[src/rtl/uart_tx_parity.sv]
// UART transmitter: start, 8 data bits LSB first, parity, stop.
// A one-entry holding register lets the next byte queue up so frames can run back to back.
module uart_tx_parity #(
    parameter int CLKS_PER_BIT = 8,
    parameter bit PARITY_ODD   = 1'b0
) (
    input  logic       clk,
    input  logic       rst_n,
    input  logic [7:0] tx_data,
    input  logic       tx_valid,
    output logic       tx_ready,
    output logic       data_line,
    output logic       busy,
    output logic       done
);

    localparam int CW = (CLKS_PER_BIT > 1) ? $clog2(CLKS_PER_BIT) : 1;
    localparam logic [CW-1:0] CNT_LAST = CW'(CLKS_PER_BIT - 1);

    typedef enum logic [2:0] {
        IDLE   = 3'd0,
        START  = 3'd1,
        DATA   = 3'd2,
        PARITY = 3'd3,
        STOP   = 3'd4
    } state_t;

    state_t        state, state_next;
    logic [CW-1:0] cnt, cnt_next;
    logic [2:0]    bit_idx, bit_idx_next;
    logic [7:0]    shift, shift_next;
    logic [7:0]    hold, hold_next;
    logic          hold_full, hold_full_next;
    logic          done_next;
    logic          accept;
    logic          bit_end;

    assign accept   = tx_valid && !hold_full;
    assign bit_end  = (cnt == CNT_LAST);
    assign tx_ready = !hold_full;
    assign busy     = (state != IDLE);

    always_ff @(posedge clk or negedge rst_n) begin
        if (!rst_n) begin
            state     <= IDLE;
            cnt       <= '0;
            bit_idx   <= '0;
            shift     <= '0;
            hold      <= '0;
            hold_full <= 1'b0;
            done      <= 1'b0;
        end else begin
            state     <= state_next;
            cnt       <= cnt_next;
            bit_idx   <= bit_idx_next;
            shift     <= shift_next;
            hold      <= hold_next;
            hold_full <= hold_full_next;
            done      <= done_next;
        end
    end

    always_comb begin
        state_next     = state;
        cnt_next       = cnt;
        bit_idx_next   = bit_idx;
        shift_next     = shift;
        hold_next      = hold;
        hold_full_next = hold_full;
        done_next      = 1'b0;
        data_line      = 1'b1;

        case (state)
            IDLE: begin
                data_line    = 1'b1;
                cnt_next     = '0;
                bit_idx_next = '0;
                // A byte left in the holding register by an accept on the STOP exit edge starts here.
                if (hold_full) begin
                    shift_next     = hold;
                    hold_full_next = 1'b0;
                    state_next     = START;
                end else if (accept) begin
                    shift_next = tx_data;
                    state_next = START;
                end
            end
            START: begin
                data_line = 1'b0;
                if (bit_end) begin
                    cnt_next     = '0;
                    bit_idx_next = '0;
                    state_next   = DATA;
                end else begin
                    cnt_next = cnt + CW'(1);
                end
            end
            DATA: begin
                data_line = shift[bit_idx];
                if (bit_end) begin
                    cnt_next = '0;
                    if (bit_idx == 3'd7) begin
                        bit_idx_next = '0;
                        state_next   = PARITY;
                    end else begin
                        bit_idx_next = bit_idx + 3'd1;
                    end
                end else begin
                    cnt_next = cnt + CW'(1);
                end
            end
            PARITY: begin
                data_line = (^shift) ^ PARITY_ODD;
                if (bit_end) begin
                    cnt_next   = '0;
                    state_next = STOP;
                end else begin
                    cnt_next = cnt + CW'(1);
                end
            end
            STOP: begin
                data_line = 1'b1;
                if (bit_end) begin
                    cnt_next  = '0;
                    done_next = 1'b1;
                    if (hold_full) begin
                        shift_next     = hold;
                        hold_full_next = 1'b0;
                        state_next     = START;
                    end else begin
                        state_next = IDLE;
                    end
                end else begin
                    cnt_next = cnt + CW'(1);
                end
            end
            default: begin
                data_line    = 1'b1;
                cnt_next     = '0;
                bit_idx_next = '0;
                state_next   = IDLE;
            end
        endcase

        if (accept && (state != IDLE)) begin
            hold_next      = tx_data;
            hold_full_next = 1'b1;
        end
    end

endmodule
[config.mk]
export PLATFORM = sky130hd
export DESIGN_NAME = uart_tx_parity
export DESIGN_NICKNAME = d
export VERILOG_FILES = /design/src/rtl/uart_tx_parity.sv
export SDC_FILE = /design/constraint.sdc
export NUM_CORES = 1
export LEC_CHECK = 0
export CAP_MARGIN = 25
export CORE_MARGIN = 3
export CORE_UTILIZATION = 57
export DETAILED_ROUTE_END_ITERATION = 16
export PLACE_DENSITY = 0.8
export SLEW_MARGIN = 5
export SYNTH_ARGS = -nofsm -noshare
export SYNTH_HDL_FRONTEND = slang
export SYNTH_SLANG_ARGS = --single-unit
[constraint.sdc]
create_clock -name clk -period 3.85 [get_ports clk]
set_input_delay 0.5775 -clock clk [delete_from_list [all_inputs] [get_ports clk]]
set_output_delay 0.5775 -clock clk [all_outputs]
set_load 0.01 [all_outputs]
==> results.md <==
* Number of CTS-inserted buffers at 3
* P&R area growth vs syn at 12.3%
* Max-slew violations at 0
* GR Overflow Total at 0
* Sequential fraction of the synthesis area at 0.473
* Largest area contributor in the netlist: dfrtp_1
* Crit. Startpoint: bit_idx[1]$_DFFE_PN0P_
* Die Y at approximately 56 um
* Hold Slack at 0.456 ns
* Synthesized area at 1430 um2
* Maximum clock path buffer count at 2
* Period utilization at 0.698
* Final design utilization at 0.699
* Starting Density at 0.622
* Pwr/cell area at ~280 nW/um2
* Largest net degree at the start of global routing at 28
* Final #Nets at 158
* Yosys reg bits at 27
* FP Rows at 17
* Post-Synthesis Cells at 129
* Vias at roughly 970
* Primary FF master, synth: dfrtp_1
* First drt pass iteration count at 4
* Worst-Margin Slew at 0.662 ns
* CTS tree: built
* Async S/R FF share, synth at 1.00
* Core footprint at 2300 um2
* CP max stage delay at 0.51 ns
* CP arrival at between 2 and 2.5 ns
* CP cell instances: mux4_2 > o211ai_1 > o221ai_1 > clkdlybuf4s50_1
* Worst rel slew slack at 0.556
* HP Start: cnt[0]$_DFF_PN0_
* Synth cell count leaders: dfrtp_1, nor2_1, a21oi_1, mux2i_1, nand2_1
* Final Wtd Congestion at 0.784
* Kind of critical path: reg2out
* Ports at 15
* PostCTS Resize Cnt at 0
* Initial antenna violation count at 0
* Routed vias/inst at 5.70
* Status: completed
* Startpoint types: flip-flop
* DRT iter0 DRCs at 28
* Fmax at 372 MHz
* CTS H-tree depth at 1
* Syn Area/Cell at approximately 11 um2
* Peak supply drop at 0.253 mV
* Die W at ~56 um
* Clk Tree Root Cell: clkbuf_4
* Fillers at 168
* Unrepaired setup endpoints after global routing: no
* Vias in the first global route at 912
* WL/cell at 14.6 um
* Yosys warns at 0
* Most frequent cell after synthesis: dfrtp_1
* Yosys cell types at 35
* Multi-input combinational cell area at 706 um2
* CP Max Fanout at 6
* Placed wire-length estimate at 1730 um
* Post-synth top area share at 0.473
* EDFF count, synth at 0
* Maxcap violations at 0
* Final min period at 2.69 ns
* Full die area at ~3100 um2
* Hold buffer count at cts at 0
* Worst hold-check path type: reg2reg
* Post-route DRC at 0
* GR Util All Layers at 0.160
* Total Wirelength at 2470 um
* Slowest cell on crit path: mux4_2
* Source of the worst register-to-register timing path: cnt[0]$_DFF_PN0_
* N_diodes at 0
* Clock Sinks at 27
* Post-route cell area at 1610 um2
* Worst-path clk slew at approximately 0.15 ns
* Synth top area cells: dfrtp_1, mux2_4, mux2i_1
* Clock Latency Late Sink at ~0.33 ns
* Worst EP required at 3.27 ns
* Mapped Nets at roughly 140
* Endpoints failing setup at 0
* CP Capture Type: output port
* Final Hold Fails at 0
* Final ANT Viol Nets at 0
* Pwr Total at 457 uW
* Post-CTS Setup Inserts at 0
* P_leak at 0.680 nW
* Wire length of the first global-routing pass at approximately 4000 um
* Fin Setup TNS at 0 ns
* Placed Instance Area at 1580 um2
* Storage cell area at just under 700 um2
* Port bufs at 14
* Worst Skew at 0.00769 ns
* Layout cells sized above 1 at 0.141
layout make-up:
| type | count | share of cell area |
|---|---|---|
| Inverter | 3 | 0.00701 |
| Sequential cell | 27 | 0.421 |
| Timing Repair Buffer | 15 | 0.0920 |
| Multi-Input combinational cell | 93 | 0.440 |
| Tap cell | 28 | 0.0218 |
| Clock inverter | 1 | 0.00468 |
| Clock buffer | 3 | 0.0140 |
sequential cells by signal (all words and copies together) (netlist names):
name and cells:
shift 8, hold_full 1, bit_idx 3, state 3, cnt 3, done 1
hold 8
final timing paths:
kind	to	slack, ns	cells past startpoint
min in group asynchronous	shift[2]$_DFFE_PN0P_	0.59	2
min reg2reg	cnt[0]$_DFF_PN0_	0.46	1
max	data_line	1.16	4
min	cnt[0]$_DFF_PN0_	0.46	1
max in group asynchronous	bit_idx[0]$_DFFE_PN0P_	3.00	2
max reg2reg	shift[0]$_DFFE_PN0P_	1.91	6
layout by cell type, fill, tap and decap left out, types with 3 or more instances in the layout:
| master | count |
|---|---|
| nor2_1 | 13 |
| xnor2_1 | 7 |
| mux2_4 | 8 |
| ha_1 | 4 |
| clkbuf_4 | 3 |
| o21ai_1 | 3 |
| clkdlybuf4s50_1 | 14 |
| a21oi_1 | 11 |
| nand2_1 | 10 |
| mux2i_1 | 10 |
| dfrtp_1 | 27 |
cell families after synthesis:
kind of cell / after synthesis / share of synthesized area
AO/OA/AOI/OAI: 24 / 0.0998
multiplexers: 19 / 0.170
flip-flops: 27 / 0.473
XOR/XNOR: 8 / 0.0490
AND/OR/NAND/NOR: 37 / 0.133
buffers and inverters: 9 / 0.0333
adder cells (fa/ha/maj): 5 / 0.0420
metrics by stage:
stage,std cells,setup WS (ns)
after global routing,170,1.08
after CTS,170,1.14
after global placement,166,1.56
final,170,1.16
after floorplan,129,2.03
after detailed placement,166,1.53
critical path, delay by kind of cell, from the launching register on:
kind,cells,cell delay (ns)
buffers and inverters,1,0.50
multiplexers,1,0.51
flip-flops,1,0.46
AO/OA/AOI/OAI,2,0.30
metal layers:
metal / up-vias / wire length [um] / global-route usage
met2: 24 / 1130 / 0.239
met4: 0 / 34 / 0.0814
met5: - / 0 / 0
met1: 465 / 1200 / 0.228
li1: 476 / - / -
met3: 4 / 105 / 0.0209
power by group:
part	switching, mW	internal [mW]
logic	0.0119	0.0212
clock network	0.0896	0.0398
registers	0.00392	0.291
No activity file was read; power rests on OpenSTA's default activity.
